$ cat src/rtl/sweep_pkg.sv
// Shared types and constants for the counter_298A sweep sequencer.
package sweep_pkg;

    typedef enum logic [1:0] {
        ST_IDLE,
        ST_LOAD,
        ST_RUN
    } state_t;

    localparam logic [1:0] ADDR_LO   = 2'd0;
    localparam logic [1:0] ADDR_HI   = 2'd1;
    localparam logic [1:0] ADDR_REPS = 2'd2;
    localparam logic [1:0] ADDR_MODE = 2'd3;

    localparam int MODE_DIR = 0;
    localparam int MODE_PP  = 1;
    localparam int MODE_OE  = 2;

    localparam logic [7:0] LO_RST   = 8'h00;
    localparam logic [7:0] HI_RST   = 8'hFF;
    localparam logic [7:0] REPS_RST = 8'h00;
    localparam logic [2:0] MODE_RST = 3'b001;

endpackage

$ cat src/rtl/sweep_cfg_regs.sv
// Sweep configuration registers (LO, HI, REPS, MODE); writes are locked out while a sequence runs.
module sweep_cfg_regs
    import sweep_pkg::*;
#(
    parameter int WIDTH = 8
) (
    input  logic             clk,
    input  logic             rst_n,
    input  logic             cfg_we,
    input  logic [1:0]       cfg_addr,
    input  logic [WIDTH-1:0] cfg_data,
    input  logic             busy,
    output logic [WIDTH-1:0] lo,
    output logic [WIDTH-1:0] hi,
    output logic [WIDTH-1:0] reps,
    output logic [2:0]       mode
);

    always_ff @(posedge clk) begin
        if (!rst_n) begin
            lo   <= WIDTH'(LO_RST);
            hi   <= WIDTH'(HI_RST);
            reps <= WIDTH'(REPS_RST);
            mode <= MODE_RST;
        end else if (cfg_we && !busy) begin
            case (cfg_addr)
                ADDR_LO:   lo   <= cfg_data;
                ADDR_HI:   hi   <= cfg_data;
                ADDR_REPS: reps <= cfg_data;
                ADDR_MODE: mode <= cfg_data[2:0];
                default:   ;
            endcase
        end
    end

endmodule

$ cat src/rtl/counter_298a_sweep_ctrl.sv
// Sweep sequencer driving counter_298A: ping-pong or sawtooth between LO and HI, using y as feedback.
module counter_298a_sweep_ctrl
    import sweep_pkg::*;
#(
    parameter int WIDTH = 8
) (
    input  logic             clk,
    input  logic             rst_n,
    input  logic             cfg_we,
    input  logic [1:0]       cfg_addr,
    input  logic [WIDTH-1:0] cfg_data,
    input  logic             start,
    input  logic             stop,
    input  logic [WIDTH-1:0] cnt_q,
    output logic             cnt_en,
    output logic             cnt_load,
    output logic             cnt_up,
    output logic             cnt_oe,
    output logic [WIDTH-1:0] cnt_d,
    output logic             busy,
    output logic             done,
    output logic             err
);

    state_t           state;
    logic             dir;
    logic [7:0]       sweep_cnt;
    logic [WIDTH-1:0] lo, hi, reps;
    logic [2:0]       mode;

    sweep_cfg_regs #(.WIDTH(WIDTH)) u_regs (
        .clk      (clk),
        .rst_n    (rst_n),
        .cfg_we   (cfg_we),
        .cfg_addr (cfg_addr),
        .cfg_data (cfg_data),
        .busy     (busy),
        .lo       (lo),
        .hi       (hi),
        .reps     (reps),
        .mode     (mode)
    );

    logic       terminal;
    logic [7:0] sweep_next;
    logic [7:0] reps8;
    logic       finish;

    assign terminal   = dir ? (cnt_q == hi) : (cnt_q == lo);
    assign sweep_next = sweep_cnt + 8'd1;
    assign reps8      = 8'(reps);
    // REPS of zero never finishes; the sweep counter simply wraps.
    assign finish     = (reps8 != 8'd0) && (sweep_next == reps8);

    always_comb begin
        cnt_en   = 1'b0;
        cnt_load = 1'b0;
        cnt_up   = 1'b0;
        cnt_oe   = 1'b0;
        cnt_d    = '0;
        case (state)
            ST_IDLE: cnt_oe = mode[MODE_OE];
            ST_LOAD: begin
                if (!stop) begin
                    cnt_load = 1'b1;
                    cnt_d    = dir ? lo : hi;
                    cnt_oe   = 1'b1;
                end
            end
            ST_RUN: begin
                if (!stop && !(terminal && finish)) begin
                    cnt_oe = 1'b1;
                    if (!terminal) begin
                        cnt_en = 1'b1;
                        cnt_up = dir;
                    end else if (mode[MODE_PP]) begin
                        // Turn around in place: the bound shows for a single cycle.
                        cnt_en = (lo != hi);
                        cnt_up = ~dir;
                    end else begin
                        cnt_load = 1'b1;
                        cnt_d    = dir ? lo : hi;
                    end
                end
            end
            default: ;
        endcase
    end

    always_ff @(posedge clk) begin
        if (!rst_n) begin
            state     <= ST_IDLE;
            dir       <= 1'b0;
            sweep_cnt <= 8'd0;
            busy      <= 1'b0;
            done      <= 1'b0;
            err       <= 1'b0;
        end else begin
            done <= 1'b0;
            err  <= 1'b0;
            case (state)
                ST_IDLE: begin
                    if (start && !cfg_we) begin
                        if (lo > hi) begin
                            err <= 1'b1;
                        end else begin
                            dir       <= mode[MODE_DIR];
                            sweep_cnt <= 8'd0;
                            state     <= ST_LOAD;
                            busy      <= 1'b1;
                        end
                    end
                end
                ST_LOAD: begin
                    if (stop) begin
                        state <= ST_IDLE;
                        busy  <= 1'b0;
                    end else begin
                        state <= ST_RUN;
                    end
                end
                ST_RUN: begin
                    if (stop) begin
                        state <= ST_IDLE;
                        busy  <= 1'b0;
                    end else if (terminal) begin
                        sweep_cnt <= sweep_next;
                        if (finish) begin
                            state <= ST_IDLE;
                            busy  <= 1'b0;
                            done  <= 1'b1;
                        end else if (mode[MODE_PP]) begin
                            dir <= ~dir;
                        end
                    end
                end
                default: begin
                    state <= ST_IDLE;
                    busy  <= 1'b0;
                end
            endcase
        end
    end

endmodule

$ cat config.mk
export PLATFORM = sky130hd
export DESIGN_NAME = counter_298a_sweep_ctrl
export DESIGN_NICKNAME = d
export VERILOG_FILES = /design/src/rtl/sweep_pkg.sv /design/src/rtl/sweep_cfg_regs.sv /design/src/rtl/counter_298a_sweep_ctrl.sv
export SDC_FILE = /design/constraint.sdc
export NUM_CORES = 1
export LEC_CHECK = 0
export ABC_AREA = 1
export BUFFER_PORTS_ARGS = -buffer_cell sky130_fd_sc_hd__buf_2
export CAP_MARGIN = 10
export CORE_MARGIN = 2
export CORE_UTILIZATION = 35
export CTS_CLUSTER_DIAMETER = 80
export DETAILED_ROUTE_END_ITERATION = 6
export GPL_TIMING_DRIVEN = 0
export PLACE_DENSITY = 0.52
export SYNTH_ARGS = -nofsm -noshare
export SYNTH_HDL_FRONTEND = slang
export SYNTH_SLANG_ARGS = --single-unit
$ cat constraint.sdc
create_clock -name clk -period 1.83 [get_ports clk]
set_clock_uncertainty 0.15 [all_clocks]
set_input_delay 0.0915 -clock clk [delete_from_list [all_inputs] [get_ports clk]]
set_output_delay 0.0915 -clock clk [all_outputs]
set_load 0.01 [all_outputs]
# Word level (Yosys, flattened, before mapping)
# Cells that the tools add are included.
# Widths: inputs -> output; s select.
# totals
regBits,41
in_bits,23
out_inout_bits,15
wordCells,107
# op_classes
n_addsub,1
n_lt_le_gt_ge,1
eq_ne,18
muxes,50
bitwise,4
reduce_logical,23
# ops
op,count
$mux 8,9
$pmux 8 s2,2
$mux 1,28
$eq 8x8->1,3
$mux 2,6
$ne 2x2->1 const B,6
$reduce_and 5->1,2
$add 8x1->8 const B,1
$gt 8x8->1,1
$ne 8x8->1,1
$reduce_and 2->1,4
$reduce_bool 8->1,1
$reduce_and 7->1,1
$eq 2x2->1 const B,3
$ne 3x3->1 const B,2
$pmux 1 s3,2
$pmux 2 s3,1
$logic_and 1x1->1,5
$eq 2x1->1 const B,2
$logic_not 1->1,4
$logic_not 2->1,2
$not 1->1,4
$pmux 1 s2,2
$reduce_and 4->1,1
other kinds (4),4

# Longest topological paths before layout
# Gate-level depths: netlist of run 1.
# depth
ltp_word,8
depth_mapped,16
mapped_depth_nobuf,16

# Cells and area by module
# From an unflattened synthesis of run 1, not the netlist that was laid out.
# hier_totals
hier_cells,476
area_unflattened_um2,2975.4
# modules_own_cells
mod,instances,cells_each,area_each_um2,seq_area_each_um2
counter_298a_sweep_ctrl,1,320,1841.8,280.3
sweep_cfg_regs,1,156,1133.6,540.5

# Worst setup path before layout of run 1
# OpenSTA, ideal clock, no wires.
# synth_path
path_type,register -> register
startpoint,reg u_regs.lo[1]
endpoint,reg sweep_cnt[0]
setup_time_ns,0.116
arrival_ns,1.761
required_ns,1.564
slack_ns,-0.197
path_stages_with_launch,13
n_path_buf,1
period_less_slack_ns,2.027
path_cell_list,dfxtp_1 ha_1 a21oi_1 o21ai_0 nand2_1 nand2_1 nand2_1 nand2_1 a21oi_1 nand2_2 buf_6 o21ai_1 a21oi_1
# synth_via
elab_chain_len,4
elab_cells_between_ends,6
classes_between,1 x order compare; 3 x eq/ne; 1 x mux; 1 x reduce/logical
# synth_lines
element,line_no,text
"start, declared",sweep_cfg_regs.sv:13,"output logic [WIDTH-1:0] lo,"
"start signal, assigned",sweep_cfg_regs.sv:21,lo <= WIDTH'(LO_RST);
"start signal, assigned",sweep_cfg_regs.sv:27,ADDR_LO: lo <= cfg_data;
"parallel branches: the longest is 3 deep, another holds $gt 8x8->1",-,
$reduce_and 5->1 (no source line) (*),-,
"end signal, assigned",counter_298a_sweep_ctrl.sv:127,sweep_cnt <= sweep_next;
"end, declared",counter_298a_sweep_ctrl.sv:27,logic [7:0] sweep_cnt;
# Mark *: on every way between the ends.
# A chain may end at the register's enable or synchronous reset.

# Worst setup path in the final report of run 1
# layout_path
startpoint,reg dir
endpoint,out cnt_d[4]
# layout_via
elab_chain_len,6
elab_cells_between_ends,10
classes_between,7 x mux; 3 x reduce/logical
# layout_lines
element,line_no,text
"start, declared",counter_298a_sweep_ctrl.sv:26,logic dir;
"start signal, assigned",counter_298a_sweep_ctrl.sv:107,dir <= mode[MODE_DIR];
"start signal, assigned",counter_298a_sweep_ctrl.sv:133,dir <= ~dir;
$mux 1,counter_298a_sweep_ctrl.sv:49,assign terminal = dir ? (cnt_q == hi) : (cnt_q == lo);
$logic_and 1x1->1,counter_298a_sweep_ctrl.sv:71,if (!stop && !(terminal && finish)) begin
$logic_not 1->1,counter_298a_sweep_ctrl.sv:71,
$logic_and 1x1->1,counter_298a_sweep_ctrl.sv:71,
$mux 8,counter_298a_sweep_ctrl.sv:71,
$pmux 8 s2 (*),counter_298a_sweep_ctrl.sv:61,case (state)
"end, declared",counter_298a_sweep_ctrl.sv:19,"output logic [WIDTH-1:0] cnt_d,"
# Mark *: on every way between the ends. The rest lies on a longest branch, timed or not.

==> results of run 1 <==
[per-layer routing]
layer / up-vias / wire (um)
met4: 0 / 63
met3: 4 / 362
met1: 1299 / 4070
li1: 1523 / -
met2: 55 / 3760
met5: - / 0
[cells in the mapped netlist (all sizes together)]
cell type,number
inv,62
nand3b,4
clkbuf,8
nand3,25
o211ai,10
nor3,6
nor2,55
buf,4
a21oi,29
nand4,7
nor4,2
dfxtp,41
o21a,1
ha,13
o21ai,39
clkinv,1
and2,1
nand2,119
[cells by family after synthesis]
group / share of synthesized area, %
adders and majority gates: 6.04
buffers and inverters: 11.5
and+or+nand+nor: 36.1
AOI/OAI and AO/OA: 16.0
DFF: 30.5
[power groups by stage]
| stage | Combinational, uW | Clock (uW) | Sequential (uW) |
|---|---|---|---|
| after floorplan | 1320 | 0 | 1150 |
| after global placement | 1750 | 0 | 1180 |
| after detailed placement | 1750 | 0 | 1180 |
| after CTS | 2220 | 919 | 1170 |
| after global routing | 2560 | 947 | 1200 |
| final | 2310 | 898 | 1180 |
[state kept, by name, summed over array words and instances, names as in the netlist]
| signal | cells |
|---|---|
| done | 1 |
| err | 1 |
| busy | 1 |
| u_regs.reps | 8 |
| u_regs.hi | 8 |
| sweep_cnt | 8 |
| state | 2 |
| dir | 1 |
| u_regs.mode | 3 |
| u_regs.lo | 8 |
[worst reg2reg max path: stages, from the launching register on]
cell and delay [ns]:
dfxtp_4 0.38, ha_4 0.28, inv_2 0.03, nand2_2 0.04, nand2_1 0.04, nor2_1 0.08
nand3_1 0.08, nor2_1 0.09, nand3_1 0.09, nor2_2 0.16, nand2_2 0.08, buf_4 0.14
buf_6 0.12, nand2_1 0.05, nand2_1 0.06, a21oi_1 0.13, nor2_1 0.07
[worst paths after layout]
| check | end | depth (start not counted) | slack [ns] | start |
|---|---|---|---|---|
| max | cnt_d[4] | 14 | -0.58 | dir$_SDFFE_PN0P_ |
| min | u_regs.hi[7]$_SDFFE_PN1P_ | 4 | 0.05 | cfg_addr[1] |
| max reg2reg | dir$_SDFFE_PN0P_ | 16 | -0.34 | sweep_cnt[0]$_SDFFE_PN0P_ |
| min reg2reg | u_regs.mode[0]$_SDFFE_PN1P_ | 2 | 0.31 | u_regs.mode[0]$_SDFFE_PN1P_ |
[through the flow]
stage | cell area, sq um | hold WS, ns | setup TNS, ns | instances | util, %
floorplan | 2820 | 0.0198 | -0.222 | 427 | -
global placement | 3130 | 0.143 | -14.10 | 562 | 42.4
detailed placement | 3130 | 0.145 | -14.46 | 562 | 42.4
CTS | 3740 | 0.0492 | -8.87 | 599 | 50.7
global route | 3860 | 0.0699 | -12.61 | 601 | 52.4
finish | 3860 | 0.0477 | -8.54 | 601 | 52.4
[cells in the final DEF, fill, tap and decap left out, types with 4 or more instances in the layout]
master,count
nand2_2,13
clkbuf_8,5
nand4_1,6
nand3b_1,4
nand3_2,6
ha_1,7
nand2_4,5
nand2_1,100
o211ai_1,10
buf_6,14
dfxtp_4,4
ha_4,6
dlygate4sd3_1,11
o21ai_0,33
o21ai_1,4
inv_1,53
dfxtp_1,25
nor2_4,10
buf_4,15
nand3_1,16
a21oi_2,4
buf_2,28
nor2_2,5
a21oi_1,24
dfxtp_2,12
inv_2,7
nor2_1,40
clkbuf_1,5
[final cells by class]
| class | count | area, sq um | area share [%] |
|---|---|---|---|
| clock buffer | 5 | 68.8 | 1.78 |
| buffer | 12 | 83.8 | 2.17 |
| tap | 99 | 124 | 3.21 |
| sequential | 41 | 851 | 22.0 |
| timing repair buffer | 67 | 509 | 13.2 |
| multi-input combinational | 311 | 1910 | 49.4 |
| clock inverter | 3 | 65.1 | 1.69 |
| inverter | 63 | 249 | 6.45 |
[what timing repair did]
item / in CTS / in global routing
hold endpoints to repair: 24 / 0
buffers inserted: 17 / 2
resized for setup: 60 / 29
pin swaps: 12 / 7
hold buffers: 11 / 0
endpoints found under the setup margin: 43 / 40
gates cloned: 1 / 0
==> impl_metrics.csv, run 1 <==
group,metric,value,unit
cts,tritoncts.num_buffers,5,
yosys,yosys_register_bits,41,
yosys,synth.largest_area_cell,"dfxtp_1",
setup_path,worstSetupEndpointType,"output port",
floorplan,ioPinCount,38,
global_route,globalRouteOverflowTotal,0,
global_route,grt.met3_usage,3.29,%
final_layout,final.fill_count,766,
power,share_seq_of_total_power,26.9,%
detailed_routing,detailedRoute.firstIterationViolations,117,
setup_path,slowest_stage,"dfxtp_4",
power,p_leak,0.00175,uW
setup_path,critical_path.max_fanout,8,
final_layout,drive_gt1_share,31.3,%
global_route,globalRouteMet2Util,33.2,%
cts,cts.root.buffer_cell,"clkbuf_8",
yosys,syn_area_per_cell,6.31,sq um
yosys,post-synth-top-area-fraction,30.5,%
floorplan,row_count,31,
floorplan,core-area,0.00737,sq mm
sta,max_clock_freq,0.416,GHz
sta,timing.final.ws_setup,-0.577,ns
floorplan,fp.dieH,91.8,um
setup_path,crit_path_frequent_cell,"nand2_2",
floorplan,die_w,91.8,um
global_route,grt_max_degree,14,
power,powerDensity,1140,mW/mm^2
power,design_power_total,4390,uW
floorplan,die_area,0.00842,sq mm
detailed_routing,final_antenna_net_count,0,
min_path,hp-class,"primary input to flip-flop",
detailed_routing,avgRoutedWirePerCell,13.7,um
setup_path,worstPathBufferInverterCount,4,
place,io_buf_count,36,
detailed_routing,avgViaCountPerCell,4.79,
sta,hold_viol,0,
setup_path,cp_top_family,"simple AND/OR/NAND/NOR gates",
sta,finalCritPeriodShare,132,%
floorplan,initial_core_util,36.6,%
yosys,ys.warnings.count,0,
sta,worst_slew_pin_slew,0.657,ns
power,cellInternalPower,2530,uW
yosys,synthesis.area,0.00270,sq mm
sta,maxSlewHeadroom,56.2,%
power,power_switching,1860,uW
setup_path,critical_path.cell_chain,"inv_6 > buf_8 > nand2_4 > nand2_2 > nand2_2 > nand4_4 > nor2_4 > nand2_2 > clkinv_4 > nand3_4 > o21ai_4 > nand2_8 > nor2_4 > buf_6",
detailed_routing,drt-total-wl,8260,um
yosys,ys_types,29,
final_layout,post_layout_nets,537,
sta,timing.final.setup_violations,25,
sta,rsz_0062_raised_after_global_routing,"true",
place,post-dp-hpwl,6020,um
setup_path,required,1.59,ns
final_layout,n_antenna_cell,0,
setup_path,worstSetupStartpointType,"flip-flop",
run,max_cap_viol_count,0,
detailed_routing,drt-pass1-iter-count,4,
global_route,via_count_of_the_first_global_routing_pass,2844,
yosys,post_synth_inst_count,427,
setup_path,cp_slowest_stage_delay,0.41,ns
cts,clock_latency_on_the_worst_skew_pair,0.30,ns
sta,final_period_minus_worst_setup_slack,2.41,ns
power,swShare,42.4,%
final_layout,areaGrowthSynthToFinish,43.2,%
yosys,synth-seq-area-share,30.5,%
yosys,netlist_top_cells_area,"dfxtp_1 30%, nand2_1 16%, inv_1 8.5%",
detailed_routing,drc_errors,0,
sta,finalMaxSlewViolations,0,
global_route,global_route_wire_length_before_repair,13700,um
place,preCtsSetupSlack,-0.603,ns
setup_path,worstPathArrival,2.17,ns
yosys,synth_fp_nets,463,
place,gp_congestion,0.892,
power,vdd.ir_drop.worst,0.801,mV
run_status,violations,"negative setup slack",
global_route,top_usage_layer,"met2",
global_route,global_route.usage.met1,28.2,%
global_route,initial_antenna_violation_count,0,
cts,clock_sinks,41,
cts,htreeDepth,2,
power,pwr-share-comb,52.7,%
cts,clock_tree_from_tritoncts,"done",
detailed_routing,vias,2881,
setup_path,critPathKind,"flip-flop to output port",
cts,clk_pin_slew_worst_paths,0.09,ns
global_route,grt_resource_usage_total,20.3,%
cts,ctsLongestPathBuffers,2,
power,power.clock.fraction,20.5,%
run_status,outcome,"finished, violations left",
Note: power is estimated with default switching activity, not from simulation.
==> run 2: changes to the inputs <==
--- a/config.mk
+++ b/config.mk
@@ -6,14 +6,16 @@
 export NUM_CORES = 1
 export LEC_CHECK = 0
 export ABC_AREA = 1
+export ABC_CLOCK_PERIOD_IN_PS = 1830
 export BUFFER_PORTS_ARGS = -buffer_cell sky130_fd_sc_hd__buf_2
 export CAP_MARGIN = 10
 export CORE_MARGIN = 2
-export CORE_UTILIZATION = 35
+export CORE_UTILIZATION = 50
 export CTS_CLUSTER_DIAMETER = 80
 export DETAILED_ROUTE_END_ITERATION = 6
 export GPL_TIMING_DRIVEN = 0
-export PLACE_DENSITY = 0.52
+export PLACE_DENSITY = 0.71
+export SETUP_SLACK_MARGIN = 0.5
 export SYNTH_ARGS = -nofsm -noshare
 export SYNTH_HDL_FRONTEND = slang
 export SYNTH_SLANG_ARGS = --single-unit
==> run 2 against run 1 <==
Net effect:
- the flow still finishes with violations (negative setup slack)
- total power is 3.9% lower
- count of clock-buffer cells in the layout is 2 higher
- combinational power grew 4%
- register-to-register slack gained 0.02 ns
- fmax down 2.3%
- critical path depth unchanged
- critical path type unchanged
- routed wire length increased by 4.1%
==> impl_metrics.csv, run 2 (same netlist as run 1, synthesis figures left out) <==
group,metric,value,unit
cts,tritoncts.num_buffers,5,
run_status,violations,"negative setup slack",
global_route,via_count_of_the_first_global_routing_pass,2803,
cts,htreeDepth,2,
power,vdd.ir_drop.worst,0.982,mV
global_route,initial_antenna_violation_count,0,
sta,finalMaxSlewViolations,0,
final_layout,final_cells,575,
detailed_routing,avgViaCountPerCell,5.32,
global_route,globalRouteOverflowTotal,0,
sta,final_period_minus_worst_setup_slack,2.46,ns
power,power.clock.fraction,14.7,%
final_layout,most-common-layout-cells,"99 x nand2_1, 46 x inv_1, 28 x buf_2, 27 x nor2_1",
sta,timing.final.setup_violations,25,
final_layout,n_antenna_cell,0,
place,dp_cells,533,
final_layout,final_common_cell,"nand2_1",
detailed_routing,detailedRoute.firstIterationViolations,224,
power,swShare,44.9,%
cts,clock_tree_from_tritoncts,"done",
global_route,global_route_wire_length_before_repair,13400,um
final_layout,post_layout_nets,541,
floorplan,ioPinCount,38,
sta,finalCritPeriodShare,135,%
min_path,hp-class,"primary input to flip-flop",
global_route,grt_max_degree,12,
final_layout,final.fill_count,393,
final_layout,drive_gt1_share,40.6,%
floorplan,initial_core_util,52.4,%
setup_path,critPathKind,"flip-flop to output port",
sta,maxSlewHeadroom,62.0,%
final_layout,areaGrowthSynthToFinish,47.6,%
detailed_routing,vias,3060,
setup_path,worstSetupEndpointType,"output port",
setup_path,worstSetupStartpointType,"flip-flop",
floorplan,die_area,0.00599,sq mm
place,preCtsSetupSlack,-0.425,ns
power,share_seq_of_total_power,28.1,%
sta,timing.final.ws_setup,-0.633,ns
cts,cts.root.buffer_cell,"clkbuf_8",
place,io_buf_count,36,
power,cellInternalPower,2320,uW
detailed_routing,drc_errors,0,
power,power_switching,1890,uW
sta,worst_slew_pin_slew,0.570,ns
floorplan,row_count,26,
cts,clk_pin_slew_worst_paths,0.08,ns
final_layout,ff_latch_area,853,sq um
detailed_routing,drt-pass1-iter-count,5,
detailed_routing,drt-total-wl,8590,um
power,design_power_total,4220,uW
final_layout,multiInputGateArea,0.00202,sq mm
run,max_cap_viol_count,0,
power,p_leak,0.00180,uW
run_status,outcome,"finished, violations left",
floorplan,die_w,77.4,um
power,powerDensity,1060,mW/mm^2
place,gp_congestion,0.905,
sta,max_clock_freq,0.406,GHz
place,post-dp-hpwl,5610,um
power,pwr-share-comb,57.2,%
setup_path,required,1.59,ns
sta,hold_viol,0,
global_route,grt_resource_usage_total,28.7,%
cts,ctsLongestPathBuffers,2,
detailed_routing,avgRoutedWirePerCell,14.9,um
cts,clock_latency_on_the_worst_skew_pair,0.30,ns
sta,rsz_0062_raised_after_global_routing,"true",
setup_path,worstPathArrival,2.22,ns
setup_path,critical_path.max_fanout,8,
floorplan,fp.dieH,77.4,um
detailed_routing,final_antenna_net_count,0,
floorplan,core-area,0.00514,sq mm
cts,clock_sinks,41,
run 2: cell count changes in the layout (fill, tap and decap cells not counted), sizes merged:
| cell | delta |
|---|---|
| buf | +6 |
| clkinv | -1 |
| bufinv | -2 |
run 2: final timing paths:
path	start	endpoint	slack [ns]	depth (start not counted)
worst max-delay path	dir$_SDFFE_PN0P_	cnt_d[0]	-0.63	14
worst min-delay path	cfg_addr[0]	u_regs.reps[6]$_SDFFE_PN0P_	0.10	4
worst max register to register	sweep_cnt[0]$_SDFFE_PN0P_	state[0]$_SDFFE_PN0P_	-0.32	16
worst min register to register	sweep_cnt[7]$_SDFFE_PN0P_	sweep_cnt[7]$_SDFFE_PN0P_	0.33	2
run 2: cell type report:
class / count / area share (%)
plain buffers: 12 / 2.89
clock buffers: 7 / 2.17
inverters: 63 / 6.10
multi-input cells: 311 / 50.8
flip-flops and latches: 41 / 21.4
well taps: 70 / 2.20
repair buffers: 71 / 14.3
run 2: worst max-delay path, stage by stage, from the launching register on:
cell and delay, ns:
dfxtp_4 0.40, buf_8 0.15, nand2_1 0.08, o21ai_0 0.08, nand2_1 0.06, nand4_1 0.15
nor2_4 0.18, nand2_2 0.08, clkinv_2 0.07, nand3_2 0.08, o21ai_4 0.17, nand2_4 0.07
buf_4 0.15, nor2_4 0.10, buf_6 0.11
run 2: layer usage:
metal / track usage [%] / vias up / routed length [um]
li1: - / 1535 / -
met1: 38.8 / 1432 / 3720
met2: 48.2 / 84 / 4210
met3: 3.60 / 9 / 558
met4: 7.86 / 0 / 103
met5: 0 / - / 0
run 2: what timing repair did:
action / CTS / global route
hold buffers: 11 / 0
pin swaps: 26 / 14
setup buffers: 14 / 7
gates cloned: 3 / 0
endpoints found under the hold margin: 21 / 0
resized for setup: 74 / 52
setup endpoints to repair: 53 / 53
run 2: power groups by stage:
stage / Clock [uW] / Combinational [uW] / Sequential [uW]
2_1_floorplan: 0 / 1380 / 1150
3_3_place_gp: 0 / 1780 / 1180
3_5_place_dp: 0 / 1810 / 1190
4_1_cts: 624 / 2180 / 1180
5_1_grt: 655 / 2640 / 1200
6_report: 619 / 2410 / 1190
run 2: through the flow:
step	cell area, sq um	hold WS [ns]	util, %	TNS [ns]
floorplan	2900	0.0132	-	-0.215
global placement	3170	0.143	61.7	-6.11
detailed placement	3170	0.144	61.7	-6.49
CTS	3760	0.0840	73.2	-8.96
global route	3980	0.134	77.4	-13.48
finish	3980	0.104	77.4	-10.05
